$ cat config.mk
export PLATFORM = sky130hd
export DESIGN_NAME = can_tx_scheduler_flat
export DESIGN_NICKNAME = d
export VERILOG_FILES = /design/src/rtl/can_tx_scheduler_pkg.sv /design/src/rtl/can_tx_scheduler_if.sv /design/src/rtl/can_prio_select.sv /design/src/rtl/can_tx_scheduler.sv /design/src/flat_wrapper.sv
export SDC_FILE = /design/constraint.sdc
export NUM_CORES = 1
export LEC_CHECK = 0
export BUFFER_PORTS_ARGS = -buffer_cell sky130_fd_sc_hd__buf_4
export CAP_MARGIN = 25
export CORE_ASPECT_RATIO = 0.75
export CORE_MARGIN = 1.5
export CORE_UTILIZATION = 35
export DETAILED_ROUTE_END_ITERATION = 6
export PLACE_DENSITY = 0.53
export SLEW_MARGIN = 15
export SYNTH_ARGS = -nofsm -noshare
export SYNTH_HDL_FRONTEND = slang
export SYNTH_HIERARCHICAL = 1
export SYNTH_SLANG_ARGS = --single-unit
export TNS_END_PERCENT = 1
$ cat constraint.sdc
create_clock -name clk -period 1.6 [get_ports clk]
set_input_delay 0.16 -clock clk [delete_from_list [all_inputs] [get_ports clk]]
set_output_delay 0.16 -clock clk [all_outputs]
set_load 0.01 [all_outputs]
$ cat src/rtl/can_tx_scheduler_pkg.sv
// Shared constants and FSM encoding for the CAN transmit scheduler and its helpers.
package can_tx_scheduler_pkg;

  localparam int   CAN_ID_W      = 11;
  localparam logic BUS_DOMINANT  = 1'b1;
  localparam int   CAN_IDLE_BITS = 11;

  typedef enum logic [1:0] {
    S_WAIT,
    S_GRANT,
    S_START,
    S_ACTIVE
  } state_e;

endpackage

$ cat src/rtl/can_tx_scheduler_if.sv
// Mailbox/node-facing bundle of the transmit scheduler; master = scheduler side.
interface can_tx_scheduler_if #(
  parameter int NREQ = 4,
  parameter int ID_W = 11
);
  logic                 bit_tick;
  logic                 bus_dom;
  logic [NREQ-1:0]      req;
  logic [NREQ*ID_W-1:0] req_id;
  logic [NREQ-1:0]      gnt;
  logic [NREQ-1:0]      done;
  logic [NREQ-1:0]      fail;
  logic                 tx_start;
  logic [ID_W-1:0]      tx_id;
  logic                 tx_done;
  logic                 tx_lost;
  logic                 tx_err;
  logic                 bus_idle;

  modport master (
    input  bit_tick, bus_dom, req, req_id, tx_done, tx_lost, tx_err,
    output gnt, done, fail, tx_start, tx_id, bus_idle
  );

  modport slave (
    output bit_tick, bus_dom, req, req_id, tx_done, tx_lost, tx_err,
    input  gnt, done, fail, tx_start, tx_id, bus_idle
  );
endinterface

$ cat src/rtl/can_prio_select.sv
// Combinational CAN priority pick: lowest ID among asserted requests, lowest index on ties.
module can_prio_select #(
  parameter int NREQ = 4,
  parameter int ID_W = 11
) (
  input  logic [NREQ-1:0]      req_i,
  input  logic [NREQ*ID_W-1:0] id_i,
  output logic [NREQ-1:0]      win_oh_o,
  output logic [ID_W-1:0]      win_id_o,
  output logic                 vld_o
);

  always_comb begin
    win_oh_o = '0;
    win_id_o = '0;
    vld_o    = 1'b0;
    // Strict less-than keeps the earlier (lower) index on equal IDs.
    for (int i = 0; i < NREQ; i++) begin
      if (req_i[i] && (!vld_o || (id_i[i*ID_W +: ID_W] < win_id_o))) begin
        win_oh_o    = '0;
        win_oh_o[i] = 1'b1;
        win_id_o    = id_i[i*ID_W +: ID_W];
        vld_o       = 1'b1;
      end
    end
  end

endmodule

$ cat src/rtl/can_tx_scheduler.sv
// Arbitrates NREQ mailboxes onto one CAN transmitter: waits for bus idle, grants lowest ID,
// sequences tx_start and resolves done / lost arbitration / error with a per-mailbox retry limit.
module can_tx_scheduler
  import can_tx_scheduler_pkg::*;
#(
  parameter int NREQ      = 4,
  parameter int ID_W      = CAN_ID_W,
  parameter int IDLE_BITS = CAN_IDLE_BITS,
  parameter int MAX_RETRY = 8,
  parameter int RETRY_W   = 4
) (
  input logic                 clk,
  input logic                 rst_n,
  can_tx_scheduler_if.master  sif
);

  localparam int CNT_W = $clog2(IDLE_BITS + 1);

  state_e                         state_q, state_d;
  logic [CNT_W-1:0]               idle_cnt_q, idle_cnt_d;
  logic [NREQ-1:0]                win_q, win_d;
  logic [NREQ-1:0]                gnt_q, gnt_d;
  logic [NREQ-1:0]                done_q, done_d;
  logic [NREQ-1:0]                fail_q, fail_d;
  logic                           tx_start_q, tx_start_d;
  logic [ID_W-1:0]                tx_id_q, tx_id_d;
  logic [NREQ-1:0][RETRY_W-1:0]   retry_q, retry_d;

  logic [NREQ-1:0] sel_oh;
  logic [ID_W-1:0] sel_id;
  logic            sel_vld;
  logic            bus_idle;
  logic            fin_done, fin_err, fin_any;

  can_prio_select #(
    .NREQ (NREQ),
    .ID_W (ID_W)
  ) u_sel (
    .req_i    (sif.req),
    .id_i     (sif.req_id),
    .win_oh_o (sel_oh),
    .win_id_o (sel_id),
    .vld_o    (sel_vld)
  );

  assign bus_idle = (idle_cnt_q == CNT_W'(IDLE_BITS));

  // Node events only matter in ACTIVE; done outranks err, err outranks lost.
  assign fin_done = (state_q == S_ACTIVE) && sif.tx_done;
  assign fin_err  = (state_q == S_ACTIVE) && !sif.tx_done && sif.tx_err;
  assign fin_any  = (state_q == S_ACTIVE) && (sif.tx_done || sif.tx_err || sif.tx_lost);

  always_ff @(posedge clk or negedge rst_n) begin
    if (!rst_n) begin
      state_q    <= S_WAIT;
      idle_cnt_q <= '0;
      win_q      <= '0;
      gnt_q      <= '0;
      done_q     <= '0;
      fail_q     <= '0;
      tx_start_q <= 1'b0;
      tx_id_q    <= '0;
      retry_q    <= '0;
    end else begin
      state_q    <= state_d;
      idle_cnt_q <= idle_cnt_d;
      win_q      <= win_d;
      gnt_q      <= gnt_d;
      done_q     <= done_d;
      fail_q     <= fail_d;
      tx_start_q <= tx_start_d;
      tx_id_q    <= tx_id_d;
      retry_q    <= retry_d;
    end
  end

  always_comb begin
    state_d    = state_q;
    idle_cnt_d = idle_cnt_q;
    win_d      = win_q;
    gnt_d      = gnt_q;
    done_d     = '0;
    fail_d     = '0;
    tx_start_d = 1'b0;
    tx_id_d    = tx_id_q;
    retry_d    = retry_q;

    if (sif.bit_tick) begin
      if (sif.bus_dom == BUS_DOMINANT) idle_cnt_d = '0;
      else if (!bus_idle)              idle_cnt_d = idle_cnt_q + CNT_W'(1);
    end

    case (state_q)
      S_WAIT: begin
        if (bus_idle && sel_vld) begin
          win_d   = sel_oh;
          gnt_d   = sel_oh;
          tx_id_d = sel_id;
          state_d = S_GRANT;
        end
      end
      S_GRANT: begin
        tx_start_d = 1'b1;
        state_d    = S_START;
      end
      S_START: state_d = S_ACTIVE;
      S_ACTIVE: begin
        if (fin_any) begin
          gnt_d      = '0;
          idle_cnt_d = '0;
          state_d    = S_WAIT;
        end
      end
      default: state_d = S_WAIT;
    endcase

    for (int i = 0; i < NREQ; i++) begin
      if (win_q[i]) begin
        if (fin_done) begin
          done_d[i]  = 1'b1;
          retry_d[i] = '0;
        end else if (fin_err) begin
          if (retry_q[i] + RETRY_W'(1) == RETRY_W'(MAX_RETRY)) begin
            fail_d[i]  = 1'b1;
            retry_d[i] = '0;
          end else begin
            retry_d[i] = retry_q[i] + RETRY_W'(1);
          end
        end
      end
    end
  end

  assign sif.gnt      = gnt_q;
  assign sif.done     = done_q;
  assign sif.fail     = fail_q;
  assign sif.tx_start = tx_start_q;
  assign sif.tx_id    = tx_id_q;
  assign sif.bus_idle = bus_idle;

endmodule

$ cat src/flat_wrapper.sv
// flat-port wrapper written by rule: the top's interface ports become plain ports
module can_tx_scheduler_flat import can_tx_scheduler_pkg::*;
#(
  parameter int NREQ      = 4,
  parameter int ID_W      = CAN_ID_W,
  parameter int IDLE_BITS = CAN_IDLE_BITS,
  parameter int MAX_RETRY = 8,
  parameter int RETRY_W   = 4
)
  (clk, rst_n, sif_bit_tick, sif_bus_dom, sif_req, sif_req_id, sif_tx_done, sif_tx_lost, sif_tx_err, sif_gnt, sif_done, sif_fail, sif_tx_start, sif_tx_id, sif_bus_idle);
  can_tx_scheduler_if #(.NREQ(NREQ), .ID_W(ID_W)) sif_i ();
  input logic clk;
  input logic rst_n;
  input wire logic [$bits(sif_i.bit_tick)-1:0] sif_bit_tick;
  input wire logic [$bits(sif_i.bus_dom)-1:0] sif_bus_dom;
  input wire logic [$bits(sif_i.req)-1:0] sif_req;
  input wire logic [$bits(sif_i.req_id)-1:0] sif_req_id;
  input wire logic [$bits(sif_i.tx_done)-1:0] sif_tx_done;
  input wire logic [$bits(sif_i.tx_lost)-1:0] sif_tx_lost;
  input wire logic [$bits(sif_i.tx_err)-1:0] sif_tx_err;
  output wire logic [$bits(sif_i.gnt)-1:0] sif_gnt;
  output wire logic [$bits(sif_i.done)-1:0] sif_done;
  output wire logic [$bits(sif_i.fail)-1:0] sif_fail;
  output wire logic [$bits(sif_i.tx_start)-1:0] sif_tx_start;
  output wire logic [$bits(sif_i.tx_id)-1:0] sif_tx_id;
  output wire logic [$bits(sif_i.bus_idle)-1:0] sif_bus_idle;
  assign sif_i.bit_tick = sif_bit_tick;
  assign sif_i.bus_dom = sif_bus_dom;
  assign sif_i.req = sif_req;
  assign sif_i.req_id = sif_req_id;
  assign sif_i.tx_done = sif_tx_done;
  assign sif_i.tx_lost = sif_tx_lost;
  assign sif_i.tx_err = sif_tx_err;
  assign sif_gnt = sif_i.gnt;
  assign sif_done = sif_i.done;
  assign sif_fail = sif_i.fail;
  assign sif_tx_start = sif_i.tx_start;
  assign sif_tx_id = sif_i.tx_id;
  assign sif_bus_idle = sif_i.bus_idle;
  can_tx_scheduler #(.NREQ(NREQ), .ID_W(ID_W), .IDLE_BITS(IDLE_BITS), .MAX_RETRY(MAX_RETRY), .RETRY_W(RETRY_W)) u_core (.clk(clk), .rst_n(rst_n), .sif(sif_i));
endmodule
# Word level (Yosys, flattened, before mapping)
# Index checks and enable logic that the tools add are counted.
[word_totals]
regBits = 50
latch_bits = 0
mem_bits_rw = 0
romBits = 0
in_bits = 55
word_cells = 114
mem_count = 0
[classes]
n_addsub = 5
mul = 0
div_mod_pow = 0
magnitude_cmp = 3
n_eq_ne = 10
shifts = 0
muxes = 57
n_bitwise = 0
reduce_logical = 27
[op_table]
columns = ["cell", "n"]
rows = [
  ["$mux W4", 21],
  ["$mux W11", 4],
  ["$lt A11 B11 Y1", 3],
  ["$mux W1", 27],
  ["$add A4 B1 Y4 const B", 5],
  ["$eq A4 B4 Y1 const B", 5],
  ["$reduce_and A2 Y1", 6],
  ["$logic_and A1 B1 Y1", 8],
  ["$pmux W2 S4", 1],
  ["$pmux W4 S2", 1],
  ["$mux W2", 3],
  ["$logic_or A1 B1 Y1", 5],
  ["$eq A2 B2 Y1 const B", 2],
  ["$logic_not A1 Y1", 4],
  ["$ne A2 B1 Y1 const B", 2],
  ["$reduce_bool A2 Y1", 2],
  ["$reduce_and A3 Y1", 1],
  ["$eq A2 B1 Y1 const B", 1],
  ["$logic_not A2 Y1", 1],
]

# Depth between registers and ports, before layout
# Gate-level depths: netlist of the first run.
[depth]
word_depth = 16
ltp_mapped = 31
mapped_depth_nobuf = 25

# Hierarchy
# Netlist of the first run, hierarchy kept.
[modules_own_cells]
columns = ["mod", "n_inst", "cells_per_inst", "area_per_inst_um2"]
rows = [
  ["can_tx_scheduler", 1, 210, 2516.2],
  ["can_prio_select", 1, 172, 1352.5],
]

# Least setup slack after synthesis of the first run
# Ideal clock, no wire load.
[synth_timing]
kind = "input -> register"
start = "in sif_req[0]"
end = "reg u_core.tx_id_q[4], in the netlist u_core/sif.tx_id[4]"
setup_ns = 0.125
t_arrival_ns = 6.386
path_slack_ns = -4.911
path_stages = 29
path_buffers = 6
cell_sequence = "buf_6 -> clkbuf_1 -> clkbuf_1 -> nand2_1 -> ha_1 -> a211oi_1 -> nor2_1 -> or3_1 -> o21ai_1 -> clkbuf_1 -> a32oi_1 -> ha_1 -> a21oi_1 -> o21ai_1 -> a211oi_2 -> nand3_1 -> o221ai_2 -> buf_6 -> mux2i_1 -> inv_1 -> ha_1 -> and4_4 -> a221oi_1 -> o311a_2 -> or4b_1 -> a2bb2oi_2 -> buf_6 -> mux2_4 -> mux2_4"
[synth_via]
word_cells_on_any_way = 22
classes_between = "order compare (3); mux (8); reduce/logical (11)"
[synth_rtl]
columns = ["item", "line_no", "source"]
rows = [
  ["start, declared", "flat_wrapper.sv:16", "input wire logic [$bits(sif_i.req)-1:0] sif_req;"],
  ["$mux W11 or $mux W1 (tied branches)", "can_prio_select.sv:19", "if (req_i[i] && (!vld_o || (id_i[i*ID_W +: ID_W] < win_id_o))) begin"],
  ["$lt A11 B11 Y1 or $logic_not A1 Y1 (tied branches)", "can_prio_select.sv:19", ""],
  ["$logic_or A1 B1 Y1", "can_prio_select.sv:19", ""],
  ["$logic_and A1 B1 Y1", "can_prio_select.sv:19", ""],
  ["$mux W11 or $mux W1 (tied branches)", "can_prio_select.sv:19", ""],
  ["$lt A11 B11 Y1 or $logic_not A1 Y1 (tied branches)", "can_prio_select.sv:19", ""],
  ["$logic_or A1 B1 Y1", "can_prio_select.sv:19", ""],
  ["$logic_and A1 B1 Y1", "can_prio_select.sv:19", ""],
  ["$mux W11 or $mux W1 (tied branches)", "can_prio_select.sv:19", ""],
  ["$lt A11 B11 Y1 or $logic_not A1 Y1 (tied branches)", "can_prio_select.sv:19", ""],
  ["$logic_or A1 B1 Y1", "can_prio_select.sv:19", ""],
  ["$logic_and A1 B1 Y1", "can_prio_select.sv:19", ""],
  ["$mux W11 (*)", "can_prio_select.sv:19", ""],
  ["named net u_core.sel_id[4]", "can_tx_scheduler.sv:30", "logic [ID_W-1:0] sel_id;"],
  ["end signal, assigned", "can_tx_scheduler.sv:72", "tx_id_q <= tx_id_d;"],
  ["end, declared", "can_tx_scheduler.sv:26", "logic [ID_W-1:0] tx_id_q, tx_id_d;"],
]
# Mark *: on every way through the listed nets, which the timed path passes. The rest lies on a longest branch.
# A chain may end at the register's enable or synchronous reset.

# Worst setup path after layout of the first run
[layout_timing]
start = "in sif_req[0]"
end = "reg u_core.tx_id_q[3], in the netlist u_core/sif.tx_id[3]"
# The elaborated chain is that of the path after synthesis.

==> impl_metrics.tcl, run 1 <==
set metrics [dict create \
    synth_edf_count 0 \
    slew_headroom_pct 56.9 \
    htree_levels 2 \
    die_w_um 124 \
    synthTopCellsByArea "dfrtp_1 (32%), ha_1 (14%), mux2_4 (5.4%), mux2_2 (4.1%), nand2_1 (3.7%)" \
    grt_use_total_pct 19.5 \
    synth_cell_types 68 \
    cp-end-kind "flop" \
    synth-simple-area-share_pct 17.1 \
    first_pass_iters 4 \
    grt_max_degree 51 \
    fmax_ghz 0.184 \
    synthArstFlopShare_pct 100 \
    setup_slack_ps -3820 \
    tightest_slew_ps 647 \
    port_buffers 79 \
    synth_seq_area_share_pct 32.3 \
    hpwl_um 8130 \
    drive_above_1_share_pct 52.0 \
    p_switching_mw 1.44 \
    startpoint_type "input port" \
    fin_setup_tns_ps -71070 \
    hold_ws_ps 170 \
    p_clk_share_pct 25.5 \
    post-place-ws_ps -4540 \
    rr_endpoint "u_core/win_q[1]" \
    hp-class "in -> reg" \
    finalSetupViolCount 21 \
    powerDensity_nw_per_um2 760 \
    cts_sinks 50 \
    nNetsFinal 641 \
    drtAntennaViolNets 0 \
    yosys_warnings 6 \
    r2r_start "u_core/idle_cnt_q[0]" \
    combPwrFrac_pct 44.3 \
    yosys.cell_count.top_type "dfrtp_1" \
    internal_power_mw 3.12 \
    swShare_pct 31.6 \
    pin_count 80 \
    clk_pin_slew_ps 60 \
    syn_avg_cell_area_um2 10.1 \
    vias 3484 \
    rsz0062_at_grt "yes" \
    antenna_found_initial 0 \
    ff2ff_path_depth 5 \
    violations "negative setup slack" \
    placed_cell_area_um2 5240 \
    globalRouteOverflowTotal 0 \
    synth_top_family_by_area "simple AND/OR/NAND/NOR gates" \
    slew_viol_final 0 \
    yosysTopAreaCell "dfrtp_1" \
    crit_fanout 8 \
    grt_pass1_vias 3450 \
    yosys_register_bits 50 \
    p_leak_nw 2.91 \
    diodes 0 \
    drtIter0Drc 132 \
    dieHeight_um 94.1 \
    synth_top_area_share_pct 32.3 \
    clk_latency_ps 290 \
    start_util_pct 35.6 \
    grt_pass1_wl_um 18000 \
    rows 33 \
    root_buffer "clkbuf_16" \
    cp.arrival_ps 5600 \
    nFillCells 956 \
    syn_area_um2 3870 \
    maxCapViolCount 0 \
    syn-num-nets 480 \
    synth_adder_area_share_pct 13.9 \
    crit_type "in -> reg" \
    design.die.area_um2 11700 \
    startpoint "sif_req[0]" \
    synth_xor_area_share_pct 1.58 \
    cts_buffers 5 \
    ir_drop_uv 486 \
    critPathCapture "u_core/sif.tx_id[3]" \
    drc 0 \
    netlist_top_cells_count "dfrtp_1 (50), ha_1 (43), nand2_1 (38)" \
    cts_tree "done" \
    min_period_ps 5420 \
    hold_path.startpoint "sif_tx_done" \
    p_seq_share_pct 30.2 \
    areaGrowthSynthToFinish_pct 55.3 \
    synthFlopType "dfrtp_1" \
    routedWlPerCell_um 16.2 \
    synthMuxAreaShare_pct 12.9 \
    rrSetupSlack_ps -70 \
    syn_inst 382 \
    gp_congestion 0.852 \
    clockBufferDepth 2 \
    core_um2 10900 \
    outcome "finished, violations left" \
    skew_ps 3.82 \
    synth_compound_area_share_pct 15.9 \
    fin_area_um2 6010 \
    vias_per_cell 5.09 \
    wl_um 11100 \
    hold_violations 0 \
    fin_util_pct 55.3 \
    required_ps 1770 \
    final.period_utilization_pct 339 \
]
worst max-delay path, cell delays in order:
cell and delay, ps:
buf_12 120, buf_8 130, buf_6 110, buf_6 100
nand3b_1 90, a31oi_1 90, buf_4 160, o31ai_4 290
o21ai_4 110, buf_6 150, a32oi_2 210, ha_1 290
a21oi_1 150, o21ai_1 90, a211oi_2 250, nand3_1 160
o221ai_4 210, buf_12 170, buf_6 120, mux2i_2 250
inv_2 70, ha_4 280, nand4_1 180, o311a_4 400
or4b_4 230, a2bb2oi_4 350, mux2_2 390, mux2_4 260
kinds of logic (layout without fill, tap and decap cells):
| logic type | after synthesis | count (layout) |
|---|---|---|
| flops | 50 | 50 |
| fa+ha+maj | 43 | 43 |
| mux | 41 | 41 |
| buf+inv | 49 | 210 |
| compound gates | 82 | 83 |
| xor+xnor | 7 | 7 |
| simple gates | 110 | 110 |
cells in the final DEF (no fill, tap or decap), types with 6 or more instances in the layout:
| cell type | Yosys | layout |
|---|---|---|
| o21ai_0 | 10 | 8 |
| mux2_4 | 14 | 14 |
| nand4_1 | 6 | 6 |
| ha_1 | 43 | 28 |
| o211ai_1 | 12 | 12 |
| nand2_1 | 38 | 30 |
| dfrtp_1 | 50 | 50 |
| buf_6 | 4 | 8 |
| mux2_2 | 14 | 14 |
| buf_4 | 0 | 156 |
| a21oi_1 | 17 | 11 |
| nor2_1 | 8 | 7 |
| ha_4 | 0 | 15 |
| nand3_1 | 12 | 10 |
| inv_1 | 32 | 28 |
what timing repair did:
| action | CTS | global route |
|---|---|---|
| hold buffers | 1 | 0 |
| gates cloned | 2 | 0 |
| resized for setup | 69 | 8 |
| pin swaps | 35 | 2 |
| setup buffers | 18 | 0 |
| setup endpoints to repair | 21 | 25 |
| endpoints found under the hold margin | 50 | 0 |
cell type report:
cell class                 count  area (um2)  share of cell area [%]
timing repair buffer         170        1370                    22.9
inverter                      32         120                    2.00
multi-input combinational    284        2920                    48.6
clock buffer                   8         166                    2.77
tap                          140         175                    2.91
sequential                    50        1250                    20.8
worst min path at each step:
| stage | to | cells past startpoint |
|---|---|---|
| 2_1_floorplan | u_core/idle_cnt_q[0] | 0 |
| 4_1_cts | u_core/retry_q[2] | 2 |
| 5_1_grt | u_core/retry_q[2] | 2 |
| 3_3_place_gp | u_core/sif.fail[0] | 1 |
| 3_5_place_dp | u_core/idle_cnt_q[0] | 1 |
| 6_report | u_core/retry_q[2] | 2 |
layer usage:
metal | global-route usage (%) | vias up | share of wire [%]
li1 | - | 1735 | -
met1 | 30.0 | 1665 | 52
met2 | 28.3 | 76 | 42
met3 | 3.47 | 8 | 5.4
met4 | 3.93 | 0 | 0.92
met5 | 0 | - | 0
state kept, by name (all words and copies together), names as in the netlist:
register	cells
u_core/idle_cnt_q	4
u_core/sif.gnt	4
u_core/sif.tx_start	1
u_core/sif.done	4
u_core/sif.tx_id	11
u_core/sif.fail	4
u_core/retry_q	16
u_core/state_q	2
u_core/win_q	4
through the flow:
step           total power [mW]  std cells
2_1_floorplan              2.40        382
3_3_place_gp               3.05        656
3_5_place_dp               3.08        656
4_1_cts                    4.57        684
5_1_grt                    4.83        684
6_report                   4.57        684
power groups by stage:
stage	Combinational [mW]	Sequential, mW	Clock, mW
finish	2.02	1.38	1.16
global route	2.20	1.39	1.24
CTS	1.99	1.38	1.20
detailed placement	1.68	1.40	0
global placement	1.65	1.40	0
floorplan	0.993	1.40	0
(Power assumes the default switching activity.)
==> run 2: changes to the inputs <==
--- a/config.mk
+++ b/config.mk
@@ -6,12 +6,13 @@
 export NUM_CORES = 1
 export LEC_CHECK = 0
 export BUFFER_PORTS_ARGS = -buffer_cell sky130_fd_sc_hd__buf_4
-export CAP_MARGIN = 25
-export CORE_ASPECT_RATIO = 0.75
+export CAP_MARGIN = 15
+export CELL_PAD_IN_SITES_DETAIL_PLACEMENT = 1
+export CELL_PAD_IN_SITES_GLOBAL_PLACEMENT = 2
 export CORE_MARGIN = 1.5
-export CORE_UTILIZATION = 35
+export CORE_UTILIZATION = 31
 export DETAILED_ROUTE_END_ITERATION = 6
-export PLACE_DENSITY = 0.53
+export PLACE_DENSITY = 0.72
 export SLEW_MARGIN = 15
 export SYNTH_ARGS = -nofsm -noshare
 export SYNTH_HDL_FRONTEND = slang
==> run 2 against run 1 <==
Against the previous run:
- largest power group unchanged
- fmax decreased by 0.78%
- worst hold slack improved by 9.2 ps
- total power decreased by 2.9%
- the flow still finishes with violations (negative setup slack)
==> impl_metrics.tcl, run 2 (synthesis results as in run 1) <==
set metrics [dict create \
    wl_um 11400 \
    grt_max_degree 51 \
    cp.arrival_ps 5640 \
    crit_fanout 8 \
    final.period_utilization_pct 341 \
    vias 3558 \
    grt_pass1_wl_um 18800 \
    powerDensity_nw_per_um2 752 \
    pin_count 80 \
    drtIter0Drc 74 \
    core_um2 12100 \
    cp-end-kind "flop" \
    gp_congestion 0.801 \
    placedCellCount 697 \
    setup_slack_ps -3860 \
    final_cell_mix "buf_4 (168), dfrtp_1 (50), nand2_1 (32), inv_1 (31), ha_1 (31)" \
    hold_violations 0 \
    htree_levels 2 \
    routedWlPerCell_um 15.9 \
    slew_headroom_pct 56.3 \
    start_util_pct 31.9 \
    grt_pass1_vias 3949 \
    hold_end "u_core/retry_q[2]" \
    regMostFlops "u_core/retry_q" \
    r2r_start "u_core/state_q[0]" \
    rrSetupSlack_ps 10 \
    drtAntennaViolNets 0 \
    rsz0062_at_grt "yes" \
    drc 0 \
    final_cell_count_no_fill 718 \
    violations "negative setup slack" \
    crit_type "in -> reg" \
    grt_use_total_pct 17.8 \
    hold_path_depth 2 \
    globalRouteOverflowTotal 0 \
    finalSetupViolCount 19 \
    rows 40 \
    startpoint_type "input port" \
    hold_path.startpoint "sif_tx_done" \
    nNetsFinal 647 \
    tightest_slew_ps 655 \
    cts_buffers 5 \
    rr_endpoint "u_core/win_q[1]" \
    dieHeight_um 115 \
    antenna_found_initial 0 \
    areaGrowthSynthToFinish_pct 52.6 \
    port_buffers 79 \
    clk_latency_ps 290 \
    ir_drop_uv 398 \
    slew_viol_final 0 \
    fmax_ghz 0.183 \
    drive_above_1_share_pct 49.8 \
    largest_reg_flops 16 \
    first_pass_iters 6 \
    clk_pin_slew_ps 60 \
    cts_tree "done" \
    nFillCells 1394 \
    vias_per_cell 4.96 \
    hp-class "in -> reg" \
    skew_ps 3.14 \
    final_common_cell "buf_4" \
    outcome "finished, violations left" \
    design.die.area_um2 13200 \
    required_ps 1770 \
    die_w_um 115 \
    maxCapViolCount 0 \
    fin_setup_tns_ps -71470 \
    hpwl_um 9000 \
    ff2ff_path_depth 5 \
    diodes 0 \
    p_leak_nw 2.89 \
    min_period_ps 5460 \
    root_buffer "clkbuf_16" \
    clockBufferDepth 2 \
    cts_sinks 50 \
]
run 2: power breakdown:
part | internal, mW | switching, mW | total, mW | leakage, nW
sequential | 1.33 | 0.0446 | 1.38 | 0.692
clock | 0.619 | 0.454 | 1.07 | 0.0729
combinational | 1.07 | 0.914 | 1.99 | 2.13
run 2: how the worst max path moves through the flow:
stage | from | endpoint | slack [ps] | depth (start not counted)
finish | sif_req[0] | u_core/sif.tx_id[4] | -3860 | 26
global route | sif_req[0] | u_core/sif.tx_id[4] | -4060 | 25
CTS | sif_req[0] | u_core/sif.tx_id[4] | -3860 | 26
detailed placement | sif_req[0] | u_core/sif.tx_id[4] | -4540 | 26
global placement | sif_req[0] | u_core/sif.tx_id[5] | -4340 | 26
floorplan | sif_req[0] | u_core/sif.tx_id[4] | -4340 | 29
run 2: repair_timing:
action	in CTS	in global routing
hold endpoints to repair	50	0
gates cloned	3	0
setup endpoints to repair	20	24
pin swaps	23	1
buffers inserted	9	0
resized for setup	34	11
hold buffers	1	0
run 2: area by class of cell:
type | instances | area (um2) | area share (%)
multi-input combinational | 285 | 2790 | 47.3
timing repair buffer | 175 | 1380 | 23.3
sequential | 50 | 1250 | 21.2
clock buffer | 6 | 139 | 2.35
inverter | 32 | 120 | 2.04
tap | 168 | 210 | 3.56
clock inverter | 2 | 12.5 | 0.212
run 2: per-layer routing:
metal | part of all wire (%) | vias to the layer above | global-route usage [%]
li1 | - | 1747 | -
met2 | 56 | 60 | 35.9
met5 | 0 | - | 0
met3 | 3.4 | 9 | 2.65
met1 | 40 | 1742 | 19.3
met4 | 1.1 | 0 | 3.95
run 2: worst max-delay path: stages:
cell and delay [ps]:
buf_12 110, buf_4 180, nand2_1 70, ha_1 180
a21o_1 200, a31oi_4 180, o31a_2 240, nand2_4 110
a32oi_2 260, ha_1 300, a21oi_1 150, o21ai_1 90
a211oi_2 290, nand3_1 160, o221ai_4 240, buf_12 170
mux2i_4 230, inv_1 100, ha_4 220, and4_4 190
a221oi_4 280, o311a_4 190, or4b_4 490, a2bb2oi_4 240
mux2_4 330, mux2_4 270
run 2: metrics by stage:
step	area (um2)	util [%]	hold slack [ps]	power [mW]	setup WS [ps]
after floorplan	4080	-	-136	2.40	-4340
after global placement	5370	44.3	233	3.09	-4340
after detailed placement	5370	44.3	240	3.18	-4540
after CTS	5850	48.3	173	4.46	-3860
after global routing	5900	48.7	200	4.71	-4060
final	5900	48.7	179	4.44	-3860
==> run 3: changes to the inputs <==
--- a/config.mk
+++ b/config.mk
@@ -12,7 +12,7 @@
 export CORE_MARGIN = 1.5
 export CORE_UTILIZATION = 31
 export DETAILED_ROUTE_END_ITERATION = 6
-export PLACE_DENSITY = 0.72
+export PLACE_DENSITY_LB_ADDON = 0.1
 export SLEW_MARGIN = 15
 export SYNTH_ARGS = -nofsm -noshare
 export SYNTH_HDL_FRONTEND = slang
==> run 3 against run 2 <==
Against the previous run:
- the run still ends with negative setup slack left
- clock skew is 3.5 ps higher
- total power is 1.8% lower
- clock power hardly changed
- critical path type unchanged
- critical endpoint is now u_core/sif.tx_id[0]
- highest routed layer unchanged
==> impl_metrics.tcl, run 3 (synthesis results as in run 1) <==
set metrics [dict create \
    clk_pin_slew_ps 70 \
    rsz0062_at_grt "yes" \
    largest_reg_flops 16 \
    cts_buffers 5 \
    core_um2 12100 \
    htree_levels 2 \
    startpoint "sif_req[0]" \
    slew_viol_final 0 \
    skew_ps 6.66 \
    ff2ff_path_depth 5 \
    clk_latency_ps 290 \
    drive_above_1_share_pct 49.7 \
    fin_area_um2 5810 \
    post-place-ws_ps -4570 \
    clockBufferDepth 2 \
    startpoint_type "input port" \
    regMostFlops "u_core/retry_q" \
    grt_max_degree 51 \
    fmax_ghz 0.183 \
    r2r_start "u_core/state_q[1]" \
    hold_violations 0 \
    design.die.area_um2 13200 \
    wl_um 11400 \
    root_buffer "clkbuf_16" \
    grt_pass1_vias 3683 \
    start_util_pct 31.9 \
    final_cell_count_no_fill 711 \
    setup_slack_ps -3870 \
    crit_fanout 9 \
    crit_type "in -> reg" \
    tightest_slew_ps 662 \
    globalRouteOverflowTotal 0 \
    finalPower_mw 4.36 \
    hold_path.startpoint "sif_tx_done" \
    final_cell_mix "buf_4 (162), dfrtp_1 (50), nand2_1 (33), ha_1 (33), inv_1 (32)" \
    cts_sinks 50 \
    rows 40 \
    gp_congestion 0.810 \
    grt_use_total_pct 17.8 \
    final.period_utilization_pct 342 \
    placed_cell_area_um2 5310 \
    drtIter0Drc 118 \
    drc 0 \
    cts_tree "done" \
    cp-end-kind "flop" \
    hp-class "in -> reg" \
    fin_setup_tns_ps -72180 \
    die_w_um 115 \
    antenna_found_initial 0 \
    vias_per_cell 4.92 \
    first_pass_iters 4 \
    violations "negative setup slack" \
    ir_drop_uv 463 \
    drtAntennaViolNets 0 \
    min_period_ps 5470 \
    final_common_cell "buf_4" \
    cp.arrival_ps 5650 \
    nNetsFinal 640 \
    hpwl_um 9010 \
    outcome "finished, violations left" \
    areaGrowthSynthToFinish_pct 50.1 \
    diodes 0 \
    port_buffers 79 \
    p_leak_nw 2.86 \
    finalSetupViolCount 19 \
    maxCapViolCount 0 \
    required_ps 1780 \
    dieHeight_um 115 \
    pin_count 80 \
    routedWlPerCell_um 16.0 \
    hold_path_depth 2 \
    vias 3500 \
    placedCellCount 691 \
    grt_pass1_wl_um 18500 \
    slew_headroom_pct 55.8 \
    powerDensity_nw_per_um2 750 \
]
## run 3: cell types whose count changed in the layout (fill, tap and decap cells not counted), moves of 3 or more
| cell | delta |
|---|---|
| mux2i_2 | +3 |
| a32oi_1 | -3 |
| a32oi_2 | +3 |
| buf_4 | -6 |
## run 3: routing by layer
layer	vias to the layer above	track usage, %	part of all wire (%)
li1	1743	-	-
met3	6	2.28	3.1
met2	59	31.0	49
met1	1692	23.6	47
met4	0	4.03	1.1
met5	-	0	0
## run 3: final cells by class
| class | count | area (um2) |
|---|---|---|
| Sequential cell | 50 | 1250 |
| Multi-Input combinational cell | 285 | 2790 |
| Clock buffer | 5 | 125 |
| Tap cell | 168 | 210 |
| Fill cell | 1376 | 6300 |
| Inverter | 32 | 120 |
| Clock inverter | 3 | 18.8 |
| Timing Repair Buffer | 168 | 1290 |
## run 3: repair_timing
action,4_1_cts,5_1_grt
gates cloned,2,0
hold endpoints to repair,50,0
pin swaps,16,15
buffers inserted,7,2
setup endpoints to repair,21,25
hold buffers,1,0
resized for setup,26,22
## run 3: path summary, 6_finish.rpt
| check | end | slack, ps |
|---|---|---|
| min in group asynchronous | u_core/retry_q[5] | 440 |
| max in group asynchronous | u_core/retry_q[10] | 710 |
| hold reg to reg | u_core/retry_q[15] | 520 |
| setup / recovery | u_core/sif.tx_id[0] | -3870 |
| hold / removal | u_core/retry_q[2] | 170 |
| setup reg to reg | u_core/win_q[1] | -80 |
## run 3: worst max-delay path: stages
cell	delay, ps
buf_12	110
nand2_2	70
ha_4	270
buf_4	100
nand4_1	200
buf_4	210
o31a_4	310
nand2_4	130
a32oi_2	130
ha_1	330
a21oi_2	140
o21ai_2	80
a211oi_2	290
nand3_2	140
o221ai_4	350
buf_6	200
mux2i_2	270
inv_1	80
ha_1	300
nand4_1	160
o311a_4	390
or4b_4	220
a2bb2oi_4	360
mux2_2	390
mux2_2	250
## run 3: power breakdown
part           internal, mW  switching (mW)
sequential             1.33          0.0494
clock                 0.581           0.488
combinational         0.998           0.909
## run 3: stage by stage
step	hold WS, ps	util (%)
3_3_place_gp	246	43.8
6_report	172	47.9
4_1_cts	161	47.0
5_1_grt	183	47.9
2_1_floorplan	-136	-
3_5_place_dp	246	43.8
